## src/rtl/mips_trace_buffer_pkg.sv

```systemverilog
// Shared definitions for the MIPS trace buffer: state encoding, entry layout and entry width.
// The entry grows by TS_W bits when TRACE_TIMESTAMP_EN is defined.
package mips_trace_pkg;

    typedef enum logic [1:0] {
        ST_IDLE  = 2'd0,
        ST_ARMED = 2'd1,
        ST_POST  = 2'd2,
        ST_DONE  = 2'd3
    } state_e;

    localparam int ADDR_LSB  = 0;
    localparam int DATA_LSB  = 32;
    localparam int TS_LSB    = 64;
    localparam int PAYLOAD_W = 64;

`ifdef TRACE_TIMESTAMP_EN
    localparam bit TS_EN = 1'b1;
`else
    localparam bit TS_EN = 1'b0;
`endif

    function automatic int entry_w(input int ts_w);
        return PAYLOAD_W + (TS_EN ? ts_w : 0);
    endfunction

endpackage

```

## src/rtl/mips_trace_buffer_if.sv

```systemverilog
// Capture-side and readout-side signals of the trace buffer.
// The slave modport is the buffer; the master modport is the core/host side driving it.
interface mips_trace_buffer_if #(
    parameter int AW   = 6,
    parameter int TS_W = 16
);
    logic [31:0]     ADDRESS;
    logic [31:0]     DATA;
    logic            CAP_EN;
    logic            ARM;
    logic [31:0]     TRIG_ADDR;
    logic            FORCE_TRIG;
    logic            RD_VALID;
    logic            RD_READY;
    logic [31:0]     RD_ADDR;
    logic [31:0]     RD_DATA;
    logic [TS_W-1:0] RD_TS;
    logic [1:0]      STATE;
    logic [AW:0]     FILL;
    logic            TRIGGERED;

    modport master (
        output ADDRESS, DATA, CAP_EN, ARM, TRIG_ADDR, FORCE_TRIG, RD_READY,
        input  RD_VALID, RD_ADDR, RD_DATA, RD_TS, STATE, FILL, TRIGGERED
    );

    modport slave (
        input  ADDRESS, DATA, CAP_EN, ARM, TRIG_ADDR, FORCE_TRIG, RD_READY,
        output RD_VALID, RD_ADDR, RD_DATA, RD_TS, STATE, FILL, TRIGGERED
    );
endinterface

```

## src/rtl/mips_trace_buffer_trace_ram.sv

```systemverilog
// Trace storage: DEPTH x W array, one synchronous write port, one asynchronous read port.
module trace_ram #(
    parameter int DEPTH = 64,
    parameter int AW    = 6,
    parameter int W     = 64
) (
    input  logic          clk,
    input  logic          we,
    input  logic [AW-1:0] waddr,
    input  logic [W-1:0]  wdata,
    input  logic [AW-1:0] raddr,
    output logic [W-1:0]  rdata
);
    logic [W-1:0] mem_q [DEPTH];

    // NOTE: the array has no reset; every location is written before the read pointer can reach it.
    always_ff @(posedge clk) begin
        if (we) mem_q[waddr] <= wdata;
    end

    assign rdata = mem_q[raddr];
endmodule

```

## src/rtl/mips_trace_buffer.sv

```systemverilog
// Trace capture of {PC, Result} with PC-match trigger, post-trigger window and oldest-first readout.
// Define TRACE_TIMESTAMP_EN to store a free-running timestamp with each entry.
module mips_trace_buffer
    import mips_trace_pkg::*;
#(
    parameter int DEPTH     = 64,
    parameter int AW        = 6,
    parameter int POST_TRIG = 16,
    parameter int TS_W      = 16
) (
    input  logic               CLK,
    input  logic               RESET,
    mips_trace_buffer_if.slave bus
);
    localparam int            EW      = entry_w(TS_W);
    localparam logic [AW:0]   DEPTH_C = (AW+1)'(DEPTH);
    localparam logic [AW-1:0] POST_C  = AW'(POST_TRIG);

    state_e        state_q, state_d;
    logic [AW-1:0] wptr_q, wptr_d;
    logic [AW-1:0] rptr_q, rptr_d;
    logic [AW-1:0] postcnt_q, postcnt_d;
    logic [AW:0]   fill_q, fill_d;
    logic          trig_q, trig_d;
    logic          we;
    logic          hit;
    logic          rd_fire;
    logic [EW-1:0] wdata;
    logic [EW-1:0] rdata;

    assign hit     = bus.FORCE_TRIG | (bus.ADDRESS == bus.TRIG_ADDR);
    assign rd_fire = bus.RD_VALID & bus.RD_READY;

    // NOTE: every variable gets its default before the case so no path leaves one unassigned (no latches).
    always_comb begin
        state_d   = state_q;
        wptr_d    = wptr_q;
        rptr_d    = rptr_q;
        postcnt_d = postcnt_q;
        fill_d    = fill_q;
        trig_d    = trig_q;
        we        = 1'b0;
        if (bus.ARM) begin
            state_d   = ST_ARMED;
            wptr_d    = '0;
            rptr_d    = '0;
            postcnt_d = '0;
            fill_d    = '0;
            trig_d    = 1'b0;
        end else begin
            case (state_q)
                ST_ARMED, ST_POST: begin
                    if (bus.CAP_EN) begin
                        we     = 1'b1;
                        wptr_d = wptr_q + AW'(1);
                        if (fill_q != DEPTH_C) fill_d = fill_q + (AW+1)'(1);
                        if (state_q == ST_ARMED) begin
                            if (hit) begin
                                trig_d = 1'b1;
                                if (POST_TRIG == 0) state_d = ST_DONE;
                                else begin
                                    state_d   = ST_POST;
                                    postcnt_d = POST_C;
                                end
                            end
                        end else begin
                            postcnt_d = postcnt_q - AW'(1);
                            if (postcnt_q == AW'(1)) state_d = ST_DONE;
                        end
                        // Oldest entry sits FILL slots behind the write pointer; a full buffer wraps to wptr.
                        if (state_d == ST_DONE) rptr_d = wptr_d - fill_d[AW-1:0];
                    end
                end
                ST_DONE: begin
                    if (fill_q == '0) state_d = ST_IDLE;
                    else if (rd_fire) begin
                        rptr_d = rptr_q + AW'(1);
                        fill_d = fill_q - (AW+1)'(1);
                        if (fill_q == (AW+1)'(1)) state_d = ST_IDLE;
                    end
                end
                default: ;
            endcase
        end
    end

    // NOTE: sequential state uses non-blocking assignments; RESET is sampled on the clock edge only.
    always_ff @(posedge CLK) begin
        if (!RESET) begin
            state_q   <= ST_IDLE;
            wptr_q    <= '0;
            rptr_q    <= '0;
            postcnt_q <= '0;
            fill_q    <= '0;
            trig_q    <= 1'b0;
        end else begin
            state_q   <= state_d;
            wptr_q    <= wptr_d;
            rptr_q    <= rptr_d;
            postcnt_q <= postcnt_d;
            fill_q    <= fill_d;
            trig_q    <= trig_d;
        end
    end

`ifdef TRACE_TIMESTAMP_EN
    logic [TS_W-1:0] ts_q, ts_d;

    always_comb ts_d = ts_q + TS_W'(1);

    always_ff @(posedge CLK) begin
        if (!RESET) ts_q <= '0;
        else        ts_q <= ts_d;
    end

    assign wdata  = {ts_q, bus.DATA, bus.ADDRESS};
    assign bus.RD_TS = rdata[TS_LSB +: TS_W];
`else
    assign wdata  = {bus.DATA, bus.ADDRESS};
    assign bus.RD_TS = '0;
`endif

    trace_ram #(.DEPTH(DEPTH), .AW(AW), .W(EW)) u_ram (
        .clk   (CLK),
        .we    (we),
        .waddr (wptr_q),
        .wdata (wdata),
        .raddr (rptr_q),
        .rdata (rdata)
    );

    assign bus.RD_VALID  = (state_q == ST_DONE) && (fill_q != '0);
    assign bus.RD_ADDR   = rdata[ADDR_LSB +: 32];
    assign bus.RD_DATA   = rdata[DATA_LSB +: 32];
    assign bus.STATE     = state_q;
    assign bus.FILL      = fill_q;
    assign bus.TRIGGERED = trig_q;
endmodule
```

## src/flat_wrapper.sv

```systemverilog
// flat-port wrapper written by rule: the top's interface ports become plain ports
module mips_trace_buffer_flat import mips_trace_pkg::*;
#(
    parameter int DEPTH     = 64,
    parameter int AW        = 6,
    parameter int POST_TRIG = 16,
    parameter int TS_W      = 16
)
  (CLK, RESET, bus_ADDRESS, bus_DATA, bus_CAP_EN, bus_ARM, bus_TRIG_ADDR, bus_FORCE_TRIG, bus_RD_READY, bus_RD_VALID, bus_RD_ADDR, bus_RD_DATA, bus_RD_TS, bus_STATE, bus_FILL, bus_TRIGGERED);
  mips_trace_buffer_if #(.AW(AW), .TS_W(TS_W)) bus_i ();
  input  logic CLK;
  input  logic RESET;
  input wire logic [$bits(bus_i.ADDRESS)-1:0] bus_ADDRESS;
  input wire logic [$bits(bus_i.DATA)-1:0] bus_DATA;
  input wire logic [$bits(bus_i.CAP_EN)-1:0] bus_CAP_EN;
  input wire logic [$bits(bus_i.ARM)-1:0] bus_ARM;
  input wire logic [$bits(bus_i.TRIG_ADDR)-1:0] bus_TRIG_ADDR;
  input wire logic [$bits(bus_i.FORCE_TRIG)-1:0] bus_FORCE_TRIG;
  input wire logic [$bits(bus_i.RD_READY)-1:0] bus_RD_READY;
  output wire logic [$bits(bus_i.RD_VALID)-1:0] bus_RD_VALID;
  output wire logic [$bits(bus_i.RD_ADDR)-1:0] bus_RD_ADDR;
  output wire logic [$bits(bus_i.RD_DATA)-1:0] bus_RD_DATA;
  output wire logic [$bits(bus_i.RD_TS)-1:0] bus_RD_TS;
  output wire logic [$bits(bus_i.STATE)-1:0] bus_STATE;
  output wire logic [$bits(bus_i.FILL)-1:0] bus_FILL;
  output wire logic [$bits(bus_i.TRIGGERED)-1:0] bus_TRIGGERED;
  assign bus_i.ADDRESS = bus_ADDRESS;
  assign bus_i.DATA = bus_DATA;
  assign bus_i.CAP_EN = bus_CAP_EN;
  assign bus_i.ARM = bus_ARM;
  assign bus_i.TRIG_ADDR = bus_TRIG_ADDR;
  assign bus_i.FORCE_TRIG = bus_FORCE_TRIG;
  assign bus_i.RD_READY = bus_RD_READY;
  assign bus_RD_VALID = bus_i.RD_VALID;
  assign bus_RD_ADDR = bus_i.RD_ADDR;
  assign bus_RD_DATA = bus_i.RD_DATA;
  assign bus_RD_TS = bus_i.RD_TS;
  assign bus_STATE = bus_i.STATE;
  assign bus_FILL = bus_i.FILL;
  assign bus_TRIGGERED = bus_i.TRIGGERED;
  mips_trace_buffer #(.DEPTH(DEPTH), .AW(AW), .POST_TRIG(POST_TRIG), .TS_W(TS_W)) u_core (.CLK(CLK), .RESET(RESET), .bus(bus_i));
endmodule
```

## config.mk

```make
export PLATFORM = sky130hd
export DESIGN_NAME = mips_trace_buffer_flat
export DESIGN_NICKNAME = d
export VERILOG_FILES = /design/src/rtl/mips_trace_buffer_pkg.sv /design/src/rtl/mips_trace_buffer_if.sv /design/src/rtl/mips_trace_buffer_trace_ram.sv /design/src/rtl/mips_trace_buffer.sv /design/src/flat_wrapper.sv
export SDC_FILE = /design/constraint.sdc
export NUM_CORES = 2
export LEC_CHECK = 0
export CORE_UTILIZATION = 52
export DETAILED_ROUTE_END_ITERATION = 8
export PLACE_DENSITY = 0.68
export SYNTH_ARGS = -nofsm -noshare
export SYNTH_HDL_FRONTEND = slang
export SYNTH_SLANG_ARGS = --single-unit
```

## constraint.sdc

```tcl
create_clock -name CLK -period 12.1 [get_ports CLK]
set_input_delay 3.63 -clock CLK [delete_from_list [all_inputs] [get_ports CLK]]
set_output_delay 3.63 -clock CLK [all_outputs]
set_load 0.02 [all_outputs]
```

==> impl_metrics.toml <==
[timing]
slew_headroom = 0.116
setup_viol = 0
rsz0062_at_grt = "false"
fmaxAchievable_ghz = 0.111
hold_viol_final = 0
period_minus_slack_ns = 9.03
post-route-period-util = 0.746
tns_ns = 0
finalWorstSetupSlack_ns = 3.07
slew_viol_final = 0
hold_slack_ns = 0.490
tightest_slew_ns = 1.32
skew_ns = 0.0624

[global_routing]
antenna_found_initial = 21
grt_max_degree = 146
track_usage = 0.274
grt-ovfl-total = 0
first_global_vias = 73600
grt_pass1_wl_um = 578000

[cts]
cts.sinks = 4130
h-tree-depth = 5
cts_resized = 0
post_cts_buffers = 0
clk_latency_ns = 0.96
path_clk_slew_ns = 0.06
cts-buffers-inserted = 404
cts.path.max_buffers = 4
cts_root_buffer = "clkbuf_16"
tritoncts = "done"
holdBufCountCts = 0

[place]
gp_congestion = 0.796
port_buffers = 176
hpwl_um = 205000
dp_slack_ns = 3.73

[synthesis]
synthTopCellsByArea = "edfxtp_1 (78%), mux4_2 (19%), clkbuf_1 (0.47%)"
synth_edf_count = 4096
yosys_warnings = 0
syn_area_per_cell_um2 = 25.5
syn_area_mm2 = 0.158
synth_cell_types = 55
yosysTopAreaCell = "edfxtp_1"
postSynthCellCount = 6167
async_flop_share = 0
synth_top_area_share = 0.781
ys_dominant_reg_cell = "edfxtp_1"
ys_seq_area_frac = 0.785
synth-seq-cells = 4130

[flow_run]
max_cap_violations = 0

[finish]
areaGrowthSynthToFinish_pct = 13.0
seqCellArea_mm2 = 0.124
multi_input_area_mm2 = 0.0329
finish.utilization = 0.592
nFillCells = 20400
fin_nets = 6744
drive_above_1_share = 0.321

[min_path]
hold_start = "u_core.bus.TRIGGERED$_SDFFE_PP0P_"
min_to = "u_core.bus.TRIGGERED$_SDFFE_PP0P_"
min_path_cells = 1
min_path_type = "flop to flop"

[die]
core_mm2 = 0.301
row_count = 201
die_height_um = 552
die_area_mm2 = 0.305
ios = 193
start_util = 0.524
chipWidth_um = 552

[route]
drt_iter0_drc = 11400
wl_per_cell_um = 38.4
vias = 73700
antenna_left = 0
drc = 0
avgViaCountPerCell = 6.75
met1_length_um = 159000
dr_wl_met3_um = 44400
highest_layer = "met5"
first_pass_iters = 5
met2_length_um = 203000
routed_wirelength_um = 419000

[critical_path]
r2r-end = "u_core.u_ram.mem_q[2][37]$_DFFE_PP_"
path_class = "flop to output pin"
reg2reg_depth = 7
cp.arrival_ns = 5.40
r2r_slack_ns = 6.63
worst_setup_path_start_kind = "flop"
required_ns = 8.47
worstReg2RegStart = "u_core.bus.STATE[1]$_SDFFE_PP0P_"
crit_path_end_kind = "output pin"
cp_max_fo = 113

[power_and_ir_drop]
power.density_mw_per_mm2 = 160
p_leak_nw = 52.5
irDropWorstVdd_mv = 0.115

[status]
outcome = "completed"
cell families (layout without fill, tap and decap cells):
family                   Yosys count  count (layout)  share of synthesized area
AND/OR/NAND/NOR                  197             197                    0.00585
adder cells (fa/ha/maj)           15              15                    0.00124
flip-flops                      4130            4130                      0.785
XOR/XNOR                          48              48                    0.00267
buffers and inverters            348            1123                    0.00922
other                              1              24                  0.0000238
multiplexers                    1347            1347                      0.192
AO/OA/AOI/OAI                     81              81                    0.00347
metrics by stage:
step	power [mW]	std cells	cell area [um2]
4_1_cts	28.6	10900	178000
3_3_place_gp	16.6	10200	165000
3_5_place_dp	16.6	10200	165000
2_1_floorplan	16.3	6182	158000
6_report	28.5	10900	178000
5_1_grt	29.2	10900	178000
report_power, final:
part           internal [mW]  switching (mW)
Sequential              15.7          0.0109
Clock                   6.86            5.37
Combinational          0.179           0.375
Total                   22.8            5.75
Yosys cell counts, types with 6 or more instances:
cell type  instances
edfxtp_1        4096
mux4_2          1344
clkbuf_1         198
nor2_1            81
buf_1             66
buf_2             57
xnor2_1           39
dfxtp_1           34
nand2_1           29
nand3_1           24
a21oi_1           20
o21ai_0           18
buf_4             16
nor3_1            16
ha_1              14
nand4_1           10
inv_1              9
xor2_1             9
or3_1              8
a22oi_1            6
nand2b_1           6
routing by layer:
layer  vias to the layer above  global-route usage
met5                         -                   0
met4                         4              0.0761
met3                       683              0.0539
met2                      4636               0.439
met1                     40400               0.390
li1                      28000                   -
worst max path at each step:
stage / endpoint / slack, ns / cells after the start
3_3_place_gp: u_core.u_ram.mem_q[2][40]$_DFFE_PP_ / 3.74 / 6
4_1_cts: bus_RD_ADDR[7] / 2.93 / 6
3_5_place_dp: u_core.u_ram.mem_q[2][40]$_DFFE_PP_ / 3.73 / 6
2_1_floorplan: u_core.u_ram.mem_q[32][0]$_DFFE_PP_ / 2.67 / 6
6_report: bus_RD_DATA[26] / 3.07 / 6
5_1_grt: bus_RD_ADDR[7] / 2.82 / 6
cells in the final DEF, fill, tap and decap left out, types with 36 or more instances in the layout:
master and n:
edfxtp_1 4096, mux4_2 1344, clkdlybuf4s50_1 129, clkinv_2 73, buf_2 46, clkbuf_16 406
clkbuf_1 98, xnor2_1 36, nor2_4 62, buf_4 168, clkinv_1 82
worst max-delay path: stages (launching register included):
cell and delay (ns):
dfxtp_4 0.90, buf_12 0.55, buf_12 0.60, mux4_2 0.42
mux4_2 0.53, mux4_2 0.54, clkdlybuf4s50_1 0.57
area by class of cell:
| type | instances | area share |
|---|---|---|
| Sequential cell | 4130 | 0.695 |
| Inverter | 9 | 0.000190 |
| Antenna cell | 8 | 0.000113 |
| Timing Repair Buffer | 378 | 0.0195 |
| Tap cell | 3958 | 0.0278 |
| Clock inverter | 232 | 0.0128 |
| Clock buffer | 504 | 0.0592 |
| Multi-Input combinational cell | 1704 | 0.185 |
registers in the layout, summed over array words and instances, names as in the netlist, named ones only:
signal                cells
u_core.wptr_q             6
u_core.bus.FILL           7
u_core.bus.STATE          2
u_core.rptr_q             6
u_core.postcnt_q          6
u_core.u_ram.mem_q     4096
u_core.bus.TRIGGERED      1
Power figures use the tool's default switching activity.
